### src/rtl/apb_arb_pkg.sv
// ----------------------------------------------------------------------------
// apb_arb_pkg
// Shared types and constants for the two-master APB arbiter.
//   arb_state_e : arbiter FSM state (idle / setup / access)
//   mst_idx_t   : master index (0 = m0, 1 = m1)
//   ERR_DATA    : read data returned on a watchdog-forced completion
// ----------------------------------------------------------------------------
package apb_arb_pkg;

    typedef enum logic [1:0] {
        ARB_IDLE   = 2'd0,
        ARB_SETUP  = 2'd1,
        ARB_ACCESS = 2'd2
    } arb_state_e;

    typedef logic mst_idx_t;

    localparam logic [31:0] ERR_DATA = 32'hDEADBEEF;

endpackage

### src/rtl/apb_rr_arbiter.sv
// ----------------------------------------------------------------------------
// apb_rr_arbiter
// Combinational 2-way round-robin grant. On a tie the master that was not
// served last wins; a single requester always wins.
// Ports:
//   req_i       in  [1:0]  pending requests (bit n = master n)
//   last_i      in  1      index of the master served most recently
//   gnt_valid_o out 1      at least one request is pending
//   gnt_idx_o   out 1      index of the granted master
// ----------------------------------------------------------------------------
module apb_rr_arbiter
    import apb_arb_pkg::*;
(
    input  logic [1:0] req_i,
    input  mst_idx_t   last_i,
    output logic       gnt_valid_o,
    output mst_idx_t   gnt_idx_o
);

    // Grant selection: single requester wins, tie goes to the non-last master
    always_comb begin
        gnt_valid_o = |req_i;
        case (req_i)
            2'b01:   gnt_idx_o = 1'b0;
            2'b10:   gnt_idx_o = 1'b1;
            2'b11:   gnt_idx_o = ~last_i;
            default: gnt_idx_o = 1'b0;
        endcase
    end

endmodule

### src/rtl/apb_bus_arbiter.sv
// ----------------------------------------------------------------------------
// apb_bus_arbiter
// Shares one APB slave between two APB masters. A pending transfer (PSEL=1)
// is granted round-robin, captured, and replayed on the slave bus with its
// own setup and access phases; the slave response goes back only to the
// granted master. The other master sees PREADY=0 until it is served.
//
// Ports:
//   PCLK, PRESETn                   clock, async active-low reset
//   m0_* / m1_*                     APB slave ports facing the two masters
//   s_PSEL/PENABLE/PWRITE/PADDR/PWDATA  replayed transfer to the slave
//   s_PRDATA/PREADY/PSLVERR         slave response
//
// Optional feature (macro APB_ARB_TIMEOUT_EN): an access-phase watchdog that
// force-completes a transfer with PSLVERR=1 and PRDATA=ERR_DATA after
// TIMEOUT_CYCLES slave wait cycles. Without the macro the arbiter waits on
// s_PREADY indefinitely.
// ----------------------------------------------------------------------------
module apb_bus_arbiter
    import apb_arb_pkg::*;
#(
    parameter int ADDR_W         = 32,
    parameter int DATA_W         = 32,
    parameter int TIMEOUT_CYCLES = 16
) (
    input  logic              PCLK,
    input  logic              PRESETn,
    input  logic              m0_PSEL,
    input  logic              m0_PENABLE,
    input  logic              m0_PWRITE,
    input  logic [ADDR_W-1:0] m0_PADDR,
    input  logic [DATA_W-1:0] m0_PWDATA,
    output logic [DATA_W-1:0] m0_PRDATA,
    output logic              m0_PREADY,
    output logic              m0_PSLVERR,
    input  logic              m1_PSEL,
    input  logic              m1_PENABLE,
    input  logic              m1_PWRITE,
    input  logic [ADDR_W-1:0] m1_PADDR,
    input  logic [DATA_W-1:0] m1_PWDATA,
    output logic [DATA_W-1:0] m1_PRDATA,
    output logic              m1_PREADY,
    output logic              m1_PSLVERR,
    output logic              s_PSEL,
    output logic              s_PENABLE,
    output logic              s_PWRITE,
    output logic [ADDR_W-1:0] s_PADDR,
    output logic [DATA_W-1:0] s_PWDATA,
    input  logic [DATA_W-1:0] s_PRDATA,
    input  logic              s_PREADY,
    input  logic              s_PSLVERR
);

    arb_state_e        state_q, state_d;
    mst_idx_t          gnt_q, gnt_d;
    mst_idx_t          last_q, last_d;
    logic [ADDR_W-1:0] addr_q, addr_d;
    logic [DATA_W-1:0] wdata_q, wdata_d;
    logic              write_q, write_d;

    logic              gnt_valid_s;
    mst_idx_t          gnt_idx_s;
    logic              tmo_hit_s;
    logic              done_s;
    logic              rsp_ready_s;
    logic              rsp_err_s;
    logic [DATA_W-1:0] rsp_data_s;
    logic              unused_s;

    // PENABLE is deliberately not part of the request: a stalled master may
    // already be holding it high while it waits for its grant.
    apb_rr_arbiter u_rr (
        .req_i       ({m1_PSEL, m0_PSEL}),
        .last_i      (last_q),
        .gnt_valid_o (gnt_valid_s),
        .gnt_idx_o   (gnt_idx_s)
    );

`ifdef APB_ARB_TIMEOUT_EN
    logic [7:0] tmo_cnt_q, tmo_cnt_d;

    assign tmo_hit_s = (state_q == ARB_ACCESS) && (tmo_cnt_q == 8'(TIMEOUT_CYCLES));
    assign unused_s  = ^{m0_PENABLE, m1_PENABLE};

    // Watchdog next value: clear when a transfer is granted, count slave wait cycles
    always_comb begin
        tmo_cnt_d = tmo_cnt_q;
        if ((state_q == ARB_IDLE) && gnt_valid_s) begin
            tmo_cnt_d = 8'd0;
        end else if ((state_q == ARB_ACCESS) && !s_PREADY && !tmo_hit_s) begin
            tmo_cnt_d = tmo_cnt_q + 8'd1;
        end else begin
            tmo_cnt_d = tmo_cnt_q;
        end
    end

    // Watchdog counter register
    always_ff @(posedge PCLK or negedge PRESETn) begin
        if (!PRESETn) begin
            tmo_cnt_q <= 8'd0;
        end else begin
            tmo_cnt_q <= tmo_cnt_d;
        end
    end
`else
    assign tmo_hit_s = 1'b0;
    assign unused_s  = ^{m0_PENABLE, m1_PENABLE, (TIMEOUT_CYCLES != 32'sd0)};
`endif

    assign done_s = s_PREADY | tmo_hit_s;

    // FSM next state, grant/last pointers and transfer capture
    always_comb begin
        state_d = state_q;
        gnt_d   = gnt_q;
        last_d  = last_q;
        addr_d  = addr_q;
        wdata_d = wdata_q;
        write_d = write_q;
        case (state_q)
            ARB_IDLE: begin
                if (gnt_valid_s) begin
                    state_d = ARB_SETUP;
                    gnt_d   = gnt_idx_s;
                    addr_d  = gnt_idx_s ? m1_PADDR  : m0_PADDR;
                    wdata_d = gnt_idx_s ? m1_PWDATA : m0_PWDATA;
                    write_d = gnt_idx_s ? m1_PWRITE : m0_PWRITE;
                end else begin
                    state_d = ARB_IDLE;
                end
            end
            ARB_SETUP: begin
                state_d = ARB_ACCESS;
            end
            ARB_ACCESS: begin
                if (done_s) begin
                    state_d = ARB_IDLE;
                    last_d  = gnt_q;
                end else begin
                    state_d = ARB_ACCESS;
                end
            end
            default: begin
                state_d = ARB_IDLE;
            end
        endcase
    end

    // FSM and capture registers; reset aborts any transfer without replay
    always_ff @(posedge PCLK or negedge PRESETn) begin
        if (!PRESETn) begin
            state_q <= ARB_IDLE;
            gnt_q   <= 1'b0;
            last_q  <= 1'b1;
            addr_q  <= '0;
            wdata_q <= '0;
            write_q <= 1'b0;
        end else begin
            state_q <= state_d;
            gnt_q   <= gnt_d;
            last_q  <= last_d;
            addr_q  <= addr_d;
            wdata_q <= wdata_d;
            write_q <= write_d;
        end
    end

    // Slave-side drive from the capture registers; all zero while idle
    always_comb begin
        if (state_q != ARB_IDLE) begin
            s_PSEL   = 1'b1;
            s_PWRITE = write_q;
            s_PADDR  = addr_q;
            s_PWDATA = wdata_q;
        end else begin
            s_PSEL   = 1'b0;
            s_PWRITE = 1'b0;
            s_PADDR  = '0;
            s_PWDATA = '0;
        end
        s_PENABLE = (state_q == ARB_ACCESS);
    end

    // Response source: the slave, or a forced error when the watchdog fires
    // before the slave answers (a real slave response in that cycle wins)
    always_comb begin
        if (tmo_hit_s && !s_PREADY) begin
            rsp_ready_s = 1'b1;
            rsp_err_s   = 1'b1;
            rsp_data_s  = DATA_W'(ERR_DATA);
        end else begin
            rsp_ready_s = s_PREADY;
            rsp_err_s   = s_PSLVERR & s_PREADY;
            rsp_data_s  = s_PRDATA;
        end
    end

    // Route the response to the granted master only during the access phase
    always_comb begin
        m0_PREADY  = 1'b0;
        m0_PSLVERR = 1'b0;
        m0_PRDATA  = '0;
        m1_PREADY  = 1'b0;
        m1_PSLVERR = 1'b0;
        m1_PRDATA  = '0;
        if (state_q == ARB_ACCESS) begin
            if (gnt_q == 1'b0) begin
                m0_PREADY  = rsp_ready_s;
                m0_PSLVERR = rsp_err_s;
                m0_PRDATA  = rsp_data_s;
            end else begin
                m1_PREADY  = rsp_ready_s;
                m1_PSLVERR = rsp_err_s;
                m1_PRDATA  = rsp_data_s;
            end
        end else begin
            m0_PREADY = 1'b0;
            m1_PREADY = 1'b0;
        end
    end

endmodule

### config.mk
export PLATFORM = sky130hd
export DESIGN_NAME = apb_bus_arbiter
export DESIGN_NICKNAME = d
export VERILOG_FILES = /design/src/rtl/apb_arb_pkg.sv /design/src/rtl/apb_rr_arbiter.sv /design/src/rtl/apb_bus_arbiter.sv
export SDC_FILE = /design/constraint.sdc
export NUM_CORES = 1
export LEC_CHECK = 0
export CORE_AREA = 2 2 119 121
export DETAILED_ROUTE_END_ITERATION = 16
export DIE_AREA = 0 0 121 123
export GPL_TIMING_DRIVEN = 0
export PLACE_DENSITY = 0.86
export SLEW_MARGIN = 20
export SYNTH_ARGS = -nofsm -noshare
export SYNTH_HDL_FRONTEND = slang
export SYNTH_HIERARCHICAL = 1
export SYNTH_SLANG_ARGS = --single-unit
### constraint.sdc
create_clock -name PCLK -period 2.2 [get_ports PCLK]
set_clock_uncertainty 0.1 [all_clocks]
set_input_delay 0.55 -clock PCLK [delete_from_list [all_inputs] [get_ports PCLK]]
set_output_delay 0.55 -clock PCLK [all_outputs]
set_load 0.02 [all_outputs]
==> reports/results.tsv <==
stage	metric	value	unit
timing	setup_viol	96	
finish	final_cell_area	0.008695	mm²
synthesis	syn-instance-count	372	
grt	grt_pass1_wl	22380	µm
die	row_count	43	
outcome	outcome	complete, but fails checks	
worst_setup_path	reg2reg_depth	6	
finish	layout.nets	882	
clock_tree	cts_tree	built	
route	vias_per_cell	4.612	
grt	grt.total_usage	0.1964	
clock_tree	clk_latency	0.32	ns
route	top_layer	met4	
placed_design	placedInstanceArea	0.007559	mm²
finish	area_delta_synth_final	102.5	%
clock_tree	cts_root_buf	clkbuf_16	
timing	min_period_over_period	1.044	
placed_design	port_buffers	302	
route	drcViolationCount	0	
die	die-area	0.01488	mm²
worst_setup_path	cp-start-kind	flip-flop	
die	initial_core_util	0.3154	
grt	grt_pass1_vias	4269	
die	die_x	121	µm
pwr	leakage	3.872	nW
worst_setup_path	reg2reg_slack	0.29	ns
finish	fillers	1073	
clock_tree	cts_buffer_depth	2	
die	pin_count	305	
timing	max_freq	435.4	MHz
job	maxCapViolCount	0	
route	wl_met2	9078	µm
worst_setup_path	worstPathArrival	1.65	ns
worst_setup_path	worstSetupEndpointType	primary output	
worst_setup_path	r2r-end	wdata_q[4]	
synthesis	ys.warnings.count	6	
pwr	p_int	7.686	mW
timing	setup_slack	-0.09689	ns
synthesis	synth_top_cell_area_share	0.3964	
outcome	violations	negative setup slack	
worst_setup_path	worstSetupPathType	flip-flop to primary output	
timing	hold_violations	0	
timing	fin_tns_setup	-5.676	ns
route	initialDrtViolationCount	89	
timing	grt_setup_unrepaired	true	
finish	drive_gt1_frac	0.6369	
route	ant_nets	0	
pwr	vdd_drop_max	0.6790	mV
pwr	seqPwrFrac	0.193	
worst_setup_path	endpoint	s_PWDATA[22]	
clock_tree	path_clk_slew	0.06	ns
placed_design	place_ws	-0.6004	ns
route	vias	4132	
worst_setup_path	crit_required	1.55	ns
grt	grt_max_degree	37	
synthesis	postSynthAreaPerCell	11.54	µm²
placed_design	gp_congestion	0.8428	
placed_design	place_inst	855	
clock_tree	numCtsBuffers	9	
synthesis	synth_cell_types	17	
die	coreArea	0.01361	mm²
timing	period_minus_slack	2.297	ns
route	dr.pass1.iters	4	
timing	maxSlewHeadroom	0.6693	
clock_tree	htreeDepth	3	
timing	slew_violations	0	
synthesis	ys_seq_elements	69	
finish	antenna_cells	0	
clock_tree	numClockSinks	69	
grt	gr-total-overflow	0	
route	wl	16270	µm
placed_design	detailed_place_hpwl	12150	µm
worst_setup_path	crit_path_start	state_q[0]	
route	avgRoutedWirePerCell	18.16	µm
timing	worstMarginPinSlew	0.4961	ns
pwr	clkPwrFrac	0.128	
grt	grt_antenna_before_repair	0	
synthesis	syn_nets	542	
worst_setup_path	path_max_fanout	10	
pwr	pwr-share-comb	0.679	
die	dieHeight	123	µm
synthesis	synth_area_leaders	dfrtp_1 40%, mux2_2 35%, and2_1 19%	
synthesis	synth_seq_area_share	0.4025	
pwr	p_sw	4.335	mW
pwr	p_sw_frac	0.3606	
synthesis	yosysTopAreaCell	dfrtp_1	
worst_setup_path	worstReg2RegStart	state_q[0]	
route	wl_met1	5749	µm
pwr	power_density	1383	mW/mm²
finish	fin_cells	896	
hold_path	hold_class	primary input to asynchronous set/reset pin	
route	wl_met3	1137	µm
synthesis	synth_area	0.004293	mm²
==> synth_stat cells <==
master and count:
mux2_2 132, nor2_1 1, a21boi_1 1, nor3b_2 2, and3b_1 1, dfrtp_1 68, a22o_1 1, and2_1 131
buf_6 6, buf_4 3, clkbuf_1 15, dfstp_2 1, nor2b_1 1, nand3b_1 1, buf_2 4, or2_1 2
and3_1 2
==> worst min path at each step <==
stage | from | to | slack [ns] | cells after the start
finish | PRESETn | wdata_q[22] | 0.09 | 1
floorplan | PRESETn | addr_q[0] | 0.15 | 0
CTS | PRESETn | wdata_q[22] | 0.10 | 1
global route | PRESETn | wdata_q[22] | 0.12 | 1
detailed placement | wdata_q[0] | wdata_q[0] | 0.39 | 1
global placement | wdata_q[12] | wdata_q[12] | 0.38 | 1
==> metal layers <==
layer,vias to the layer above,track usage
li1,1928,-
met1,2010,0.1999
met2,179,0.3894
met3,15,0.04982
met4,0,0.06032
met5,-,0
==> placed cells by master (no fill, tap or decap), drive strengths merged <==
master / Yosys / final
buf: 13 / 182
a21boi: 1 / 1
nor2b: 1 / 1
and3: 2 / 2
clkbuf: 15 / 16
and2: 131 / 131
nor2: 1 / 1
nor3b: 2 / 2
dfrtp: 68 / 68
a22o: 1 / 1
and3b: 1 / 2
dfstp: 1 / 1
bufinv: 0 / 2
dlygate4sd2: 0 / 1
mux2: 132 / 132
clkinvlp: 0 / 2
clkinv: 0 / 2
clkdlybuf4s50: 0 / 165
nand3b: 1 / 1
clkdlybuf4s15: 0 / 1
or2: 2 / 2
==> power groups by stage <==
stage	clock (mW)	sequential [mW]	combinational, mW
2_1_floorplan	0	2.16	3.57
6_report	1.54	2.32	8.17
3_3_place_gp	0	2.23	6.21
3_5_place_dp	0	2.28	6.32
5_1_grt	1.61	2.41	8.59
4_1_cts	1.56	2.27	6.21
==> flip-flops by register name, summed over array words and instances, names as in the netlist <==
name and flops:
addr_q 32, gnt_q 1, last_q 1, state_q 2
wdata_q 32, write_q 1
==> metrics by stage <==
stage                     hold slack, ns  power [mW]  utilization
after global routing              0.1215       12.61       0.6388
after detailed placement          0.3874       8.603       0.5553
after CTS                         0.1008       10.04       0.5733
after floorplan                   0.1544       5.731            -
after global placement            0.3814       8.439       0.5540
final                            0.09258       12.02       0.6388
==> worst max-delay path, cell delays in order, from the launching register on <==
cell and delay [ns]:
dfrtp_2 0.45, or2_4 0.28, buf_8 0.15, buf_8 0.14
and2_1 0.15, buf_2 0.15
==> cell type report <==
cell class | instances | area, µm² | share of cell area
Timing Repair Buffer | 331 | 3422 | 0.3936
Tap cell | 180 | 225.2 | 0.02590
Multi-Input combinational cell | 276 | 2709 | 0.3116
Buffer | 25 | 292.8 | 0.03367
Clock buffer | 9 | 225.2 | 0.02590
Clock inverter | 6 | 88.84 | 0.01022
Sequential cell | 69 | 1732 | 0.1992
==> logic make-up after synthesis <==
| kind of cell | synth area share |
|---|---|
| compound gates | 0.003790 |
| buf+inv | 0.03876 |
| flops | 0.4025 |
| mux | 0.3463 |
| simple gates | 0.2087 |
==> what timing repair did <==
item                       in CTS  in global routing
gates cloned                    4                  4
pin swaps                       8                 26
hold buffers                    0                  0
setup buffers                  11                 11
setup endpoints to repair     194                164
resized for setup             703                272
No activity file was read; power rests on OpenSTA's default activity.
